`config.mk`:
```
export PLATFORM = sky130hd
export DESIGN_NAME = mem_stage
export DESIGN_NICKNAME = d
export VERILOG_FILES = /design/src/rtl/mem_stage.sv
export SDC_FILE = /design/constraint.sdc
export NUM_CORES = 1
export LEC_CHECK = 0
export CAP_MARGIN = 20
export CORE_MARGIN = 2
export CORE_UTILIZATION = 37
export CTS_CLUSTER_DIAMETER = 120
export CTS_CLUSTER_SIZE = 8
export DETAILED_ROUTE_END_ITERATION = 16
export GPL_TIMING_DRIVEN = 0
export PLACE_DENSITY = 0.8
export SKIP_LAST_GASP = 1
export SLEW_MARGIN = 20
export SYNTH_ARGS = -nofsm -noshare
export SYNTH_HDL_FRONTEND = slang
export SYNTH_SLANG_ARGS = --single-unit
```
`constraint.sdc`:
```
create_clock -name clk -period 2.3 [get_ports clk]
set_input_delay 0.46 -clock clk [delete_from_list [all_inputs] [get_ports clk]]
set_output_delay 0.46 -clock clk [all_outputs]
set_load 0.01 [all_outputs]
```
`src/rtl/mem_stage.sv`:
```
// MEM pipeline stage: drives a req/ack word-addressed memory port and the MEM/WB register.
// Optional access-timeout abort is built when MEM_STAGE_TIMEOUT_EN is defined.
module mem_stage (
  input  logic        clk,
  input  logic        rst,
  input  logic        wb_en_in,
  input  logic        mem_r_en,
  input  logic        mem_w_en,
  input  logic [31:0] alu_result,
  input  logic [31:0] val_rm,
  input  logic [3:0]  dest_in,
  output logic        mem_req,
  output logic        mem_we,
  output logic [15:0] mem_addr,
  output logic [31:0] mem_wdata,
  input  logic [31:0] mem_rdata,
  input  logic        mem_ack,
  output logic        wb_en_out,
  output logic        mem_r_en_out,
  output logic [31:0] alu_result_out,
  output logic [31:0] mem_data_out,
  output logic [3:0]  dest_out,
  output logic        freeze,
  output logic        err
);

  typedef enum logic {IDLE = 1'b0, ACCESS = 1'b1} state_t;

  localparam logic [31:0] ADDR_FIRST = 32'd1024;
  localparam logic [31:0] ADDR_LAST  = 32'd263167;
  localparam logic [31:0] TIMEOUT_DATA = 32'hDEAD_BEEF;

  state_t      state_q, state_d;
  logic        mem_op, is_read, in_range;
  logic        start, done, bad_op, timeout_hit;
  logic [15:0] word_addr;

  logic        mem_we_q, mem_we_d;
  logic [15:0] mem_addr_q, mem_addr_d;
  logic [31:0] mem_wdata_q, mem_wdata_d;
  logic        wb_en_q, wb_en_d;
  logic        mem_r_en_q, mem_r_en_d;
  logic [31:0] alu_result_q, alu_result_d;
  logic [31:0] mem_data_q, mem_data_d;
  logic [3:0]  dest_q, dest_d;
  logic        err_q, err_d;

  // A write wins when both enables are set, so only a pure read returns data.
  assign mem_op   = mem_r_en | mem_w_en;
  assign is_read  = mem_r_en & ~mem_w_en;
  assign in_range = (alu_result >= ADDR_FIRST) && (alu_result <= ADDR_LAST);

  // (alu_result - 1024) >> 2: the 1024 base has no bits below bit 2, so subtract on the word index.
  assign word_addr = alu_result[17:2] - 16'd256;

  assign start  = (state_q == IDLE) && mem_op && in_range;
  assign bad_op = (state_q == IDLE) && mem_op && !in_range;
  assign done   = (state_q == ACCESS) && mem_ack;

`ifdef MEM_STAGE_TIMEOUT_EN
  logic [7:0] tmo_cnt_q, tmo_cnt_d;

  // Abort only once the count has reached 255 with no ack in that same cycle.
  assign timeout_hit = (state_q == ACCESS) && !mem_ack && (tmo_cnt_q == 8'hFF);

  always_comb begin
    tmo_cnt_d = tmo_cnt_q;
    if (start) begin
      tmo_cnt_d = 8'd0;
    end else if ((state_q == ACCESS) && !mem_ack) begin
      tmo_cnt_d = tmo_cnt_q + 8'd1;
    end
  end

  always_ff @(posedge clk or negedge rst) begin
    if (!rst) begin
      tmo_cnt_q <= 8'd0;
    end else begin
      tmo_cnt_q <= tmo_cnt_d;
    end
  end
`else
  assign timeout_hit = 1'b0;
`endif

  // FSM state register
  always_ff @(posedge clk or negedge rst) begin
    if (!rst) begin
      state_q <= IDLE;
    end else begin
      state_q <= state_d;
    end
  end

  // FSM next state
  always_comb begin
    state_d = state_q;
    case (state_q)
      IDLE:    if (start) state_d = ACCESS;
      ACCESS:  if (mem_ack || timeout_hit) state_d = IDLE;
      default: state_d = IDLE;
    endcase
  end

  // FSM outputs
  always_comb begin
    mem_req = 1'b0;
    freeze  = 1'b0;
    case (state_q)
      IDLE: begin
        freeze = mem_op && in_range;
      end
      ACCESS: begin
        mem_req = 1'b1;
        freeze  = !mem_ack && !timeout_hit;
      end
      default: begin
        mem_req = 1'b0;
        freeze  = 1'b0;
      end
    endcase
  end

  // Request fields are captured on entry so they stay stable for the whole access.
  always_comb begin
    mem_we_d    = mem_we_q;
    mem_addr_d  = mem_addr_q;
    mem_wdata_d = mem_wdata_q;
    if (start) begin
      mem_we_d    = mem_w_en;
      mem_addr_d  = word_addr;
      mem_wdata_d = val_rm;
    end
  end

  // MEM/WB register: a frozen cycle inserts a bubble and keeps the data fields.
  always_comb begin
    wb_en_d      = wb_en_q;
    mem_r_en_d   = mem_r_en_q;
    alu_result_d = alu_result_q;
    mem_data_d   = mem_data_q;
    dest_d       = dest_q;
    if (freeze) begin
      wb_en_d    = 1'b0;
      mem_r_en_d = 1'b0;
    end else begin
      wb_en_d      = wb_en_in;
      mem_r_en_d   = mem_r_en;
      alu_result_d = alu_result;
      dest_d       = dest_in;
      mem_data_d   = 32'd0;
      if (done && is_read) begin
        mem_data_d = mem_rdata;
      end else if (timeout_hit && is_read) begin
        mem_data_d = TIMEOUT_DATA;
      end
    end
  end

  assign err_d = err_q | bad_op | timeout_hit;

  always_ff @(posedge clk or negedge rst) begin
    if (!rst) begin
      mem_we_q     <= 1'b0;
      mem_addr_q   <= 16'd0;
      mem_wdata_q  <= 32'd0;
      wb_en_q      <= 1'b0;
      mem_r_en_q   <= 1'b0;
      alu_result_q <= 32'd0;
      mem_data_q   <= 32'd0;
      dest_q       <= 4'd0;
      err_q        <= 1'b0;
    end else begin
      mem_we_q     <= mem_we_d;
      mem_addr_q   <= mem_addr_d;
      mem_wdata_q  <= mem_wdata_d;
      wb_en_q      <= wb_en_d;
      mem_r_en_q   <= mem_r_en_d;
      alu_result_q <= alu_result_d;
      mem_data_q   <= mem_data_d;
      dest_q       <= dest_d;
      err_q        <= err_d;
    end
  end

  assign mem_we         = mem_we_q;
  assign mem_addr       = mem_addr_q;
  assign mem_wdata      = mem_wdata_q;
  assign wb_en_out      = wb_en_q;
  assign mem_r_en_out   = mem_r_en_q;
  assign alu_result_out = alu_result_q;
  assign mem_data_out   = mem_data_q;
  assign dest_out       = dest_q;
  assign err            = err_q;

endmodule

```
**Word level (Yosys, flattened, before mapping)**

Cells that the tools add are included.

- Flip-flop bits (word level): 121
- Input bits: 106
- Output and inout port bits: 122
- Logic and storage cells: 35

- Add/subtract/negate cells: 1
- Order comparisons: 2
- Multiplexer cells: 8
- Bitwise gates (word level): 5
- Reduce and logical (&&, ||, !) cells: 9

Operator list:

| cell | count |
|---|---|
| $ge 32x11->1 const B | 1 |
| $le 32x19->1 const B | 1 |
| $mux 32 | 1 |
| $sub 16x9->16 const B | 1 |
| $logic_and 1x1->1 | 7 |
| $mux 1 | 5 |
| $pmux 1 s2 | 2 |
| $logic_not 1->1 | 2 |
| $not 1->1 | 2 |
| $or 1x1->1 | 2 |
| $and 1x1->1 | 1 |

**Depth between registers and ports, before layout**

- Depth after elaboration: 5
- Depth in mapped cells: 9
- Depth with buffers taken out: 7

**Least setup slack after synthesis**

Ideal clock, no wire load.

- Path type: input to output
- Start point: input port alu_result[11]
- End point: output port freeze
- Arrival: 1.968 ns
- Data required time: 1.840 ns
- Setup slack: -0.128 ns
- Stages: 7
- Cells stage by stage: inv_1 -> ha_1 -> or3b_1 -> a21oi_1 -> o32ai_4 -> o22ai_2 -> buf_2

- Longest elaborated chain between the ends: 4
- Elaborated cells between the ends (all ways): 5
- Those cells by class: 2 x order compare; 1 x mux; 2 x reduce/logical

Ends and longest elaborated chain:

| element | RTL line | RTL |
|---|---|---|
| start, declared | 9 | `input logic [31:0] alu_result,` |
| $ge 32x11->1 / $le 32x19->1 (equally long branches) | 51 | `assign in_range = (alu_result >= ADDR_FIRST) && (alu_result <= ADDR_LAST);` |
| $logic_and 1x1->1 * | 51 |  |
| $logic_and 1x1->1 * | 111 | `freeze = mem_op && in_range;` |
| $pmux 1 s2 * | 109 | `case (state_q)` |
| end, declared | 23 | `output logic freeze,` |

Mark *: on every way between the ends. The rest lies on a longest branch, timed or not.

**Worst setup path in the final report**

Ends and elaborated chain as after synthesis.

==> impl_metrics.env <==
export IMPL_fin_total_pwr_mw=4.89
export IMPL_area_delta_synth_final_pct=67.1
export IMPL_grt_antenna_before_repair=0
export IMPL_power_frac_seq_pct=44.7
export IMPL_num_io_pins=228
export IMPL_final_core_util_pct=62.9
export IMPL_tightest_slew_ns=0.569
export IMPL_dr_pass1_iters=4
export IMPL_grt_pass1_vias=3921
export IMPL_status="complete, but fails checks"
export IMPL_crit_top_cell="buf_6"
export IMPL_portBuffers=227
export IMPL_grt_pass1_wl_um=20100
export IMPL_slowest_delay_ns=0.39
export IMPL_grt_use_total_pct=19.8
export IMPL_wl_per_cell_um=18.0
export IMPL_diodes=0
export IMPL_p_leak_nw=3.48
export IMPL_die_y_um=117
export IMPL_synth_seq_cells=121
export IMPL_drive_gt1_share_pct=28.7
export IMPL_syn_avg_cell_area_sq_um=15.4
export IMPL_synth_seq_area_share_pct=64.0
export IMPL_fp_coreArea_sq_um=12600
export IMPL_p_switching_mw=1.03
export IMPL_dp_cells=707
export IMPL_vias_per_cell=4.79
export IMPL_start_util_pct=37.6
export IMPL_place_congestion=0.724
export IMPL_combPwrFrac_pct=8.5
export IMPL_cts_buffers=17
export IMPL_synth_top_cell_by_area="dfrtp_1"
export IMPL_slowest_stage="or3b_4"
export IMPL_slew_headroom_pct=61.8
export IMPL_max_cap_viol_count=0
export IMPL_clk_latency_ns=0.41
export IMPL_grt_max_degree=64
export IMPL_p_int_mw=3.85
export IMPL_hpwlAfterDp_um=10100
export IMPL_crit_fanout=3
export IMPL_power_density_nw_per_um2=618
export IMPL_slew_viol_final=0
export IMPL_fmax_mhz=434
export IMPL_drt_total_wl_um=13400
export IMPL_start_kind="input port"
export IMPL_cts_tree="built"
export IMPL_synth_top_area_share_pct=64.0
export IMPL_fin_crit_ns=2.31
export IMPL_h_tree_depth=4
export IMPL_fin_ws_ns=-0.00659
export IMPL_drtIter0Drc=161
export IMPL_mappedNetlistArea_sq_um=4730
export IMPL_cts_root_buf="clkbuf_16"
export IMPL_dieArea_sq_um=13700
export IMPL_path_cells="buf_8, inv_6, ha_4, or3b_4, a21oi_4, o32ai_4, o22ai_4, buf_6, buf_6"
export IMPL_critPathArrivalTime_ns=1.85
export IMPL_clockBufferDepth=2
export IMPL_fin_crit_sh_pct=100
export IMPL_worstPathRequired_ns=1.84
export IMPL_min_path_type="in -> async"
export IMPL_hold_viol_final=0
export IMPL_vias=3576
export IMPL_p_sw_share_pct=21.1
export IMPL_num_rows=41
export IMPL_die_w_um=117
export IMPL_drc=0
export IMPL_ant_nets=0
export IMPL_critical_path_class="in -> out"
export IMPL_dp_slack_ns=-1.46
export IMPL_syn_inst=307
export IMPL_finalNonFillerCells=746
export IMPL_skew_ns=0.00636
export IMPL_critPathCaptureType="output pin"
export IMPL_hold_buffers=0
export IMPL_synth_area_top_cells="dfrtp_1, mux2_2, a22o_1, ha_1, buf_6"
export IMPL_yosysUniqueCellTypes=31
export IMPL_synth_nets=416
export IMPL_violations="negative setup slack"
export IMPL_cts_sinks=121
export IMPL_final_cell_mix="clkdlybuf4s50_1, dfrtp_1, mux2_2"
export IMPL_clkPwrFrac_pct=46.8
export IMPL_path_clk_slew_ns=0.05
export IMPL_setup_viol=1
export IMPL_layout_nets=673
export IMPL_ys_warn_count=0
export IMPL_rsz0062_at_grt="yes"
export IMPL_overflow=0
export IMPL_final_common_cell="clkdlybuf4s50_1"
export IMPL_worst_ir_drop_vdd_uv=390
==> area by class of cell <==
type | count | area (sq um)
flip-flops and latches | 121 | 3030
clock buffers | 26 | 489
fillers | 991 | 4660
repair buffers | 238 | 2330
plain buffers | 15 | 106
clock inverters | 3 | 17.5
multi-input cells | 166 | 1680
well taps | 172 | 215
inverters | 5 | 36.3
==> kinds of logic (layout without fill, tap and decap cells) <==
family,after synthesis,after routing,synth area share [%]
flops,121,121,64.0
mux,84,84,20.0
compound gates,42,42,7.88
simple gates,31,31,3.68
buf+inv,20,287,2.51
xor+xnor,6,6,1.11
fa+ha+maj,3,3,0.794
==> state kept, by name, summed over array words and instances (netlist names) <==
register        cells
mem_addr           16
alu_result_out     32
mem_we              1
state_q             1
mem_wdata          32
wb_en_out           1
mem_data_out       32
mem_r_en_out        1
err                 1
dest_out            4
==> worst max-delay path: cells and delay by family <==
kind	cells	cell delay (ns)
buffers and inverters	4	0.38
adders and majority gates	1	0.12
AOI/OAI and AO/OA	3	0.48
and+or+nand+nor	1	0.39
==> synthesized netlist by cell type (all sizes together) <==
cell type and n:
nor4b 1, xor2 3, clkbuf 3, and3 1
a211o 1, a22o 32, xnor2 3, a21oi 1
o21ai 2, o22ai 2, nor2 7, or3b 1
nor3b 1, nor4 4, nand2 6, buf 12
o21bai 1, nand3 1, o32ai 1, ha 3
nand4 3, dfrtp 121, mux2 84, inv 5
o31ai 1, a211oi 1, nor3 6
==> through the flow <==
stage | TNS (ns) | hold WS (ns) | area [sq um]
floorplan | 0 | 0.164 | 4750
global placement | -537.68 | 0.466 | 7240
detailed placement | -98.75 | 0.466 | 7260
CTS | -0.00115 | 0.0278 | 7850
global route | -0.0499 | 0.0494 | 7900
finish | -0.00659 | 0.0191 | 7900
==> power groups by stage <==
| stage | logic [mW] | registers, mW | clock network, mW |
|---|---|---|---|
| after global placement | 0.397 | 2.22 | 0 |
| after CTS | 0.412 | 2.19 | 2.34 |
| final | 0.415 | 2.19 | 2.29 |
| after floorplan | 0.0548 | 2.24 | 0 |
| after global routing | 0.447 | 2.19 | 2.44 |
| after detailed placement | 0.413 | 2.22 | 0 |
==> final timing paths <==
path | start | endpoint | slack, ns | cells after the start
setup reg to reg | state_q | mem_addr[0] | 0.23 | 8
setup / recovery | alu_result[11] | freeze | -0.007 | 9
hold reg to reg | err | err | 0.49 | 1
max in group asynchronous | rst | mem_addr[0] | 1.58 | 2
hold / removal | rst | mem_wdata[16] | 0.02 | 1
min in group clk | alu_result[15] | alu_result_out[15] | 0.31 | 2
==> per-layer routing <==
| layer | global-route usage (%) | wire [um] |
|---|---|---|
| met5 | 0 | 0 |
| met4 | 8.39 | 260 |
| met3 | 8.50 | 1400 |
| met2 | 35.1 | 6860 |
| met1 | 20.5 | 4920 |
==> what timing repair did <==
action | CTS | global route
gates resized for setup | 92 | 22
pin swaps | 14 | 11
setup endpoints to repair | 119 | 29
setup buffers | 7 | 3
No activity file was read; power rests on OpenSTA's default activity.
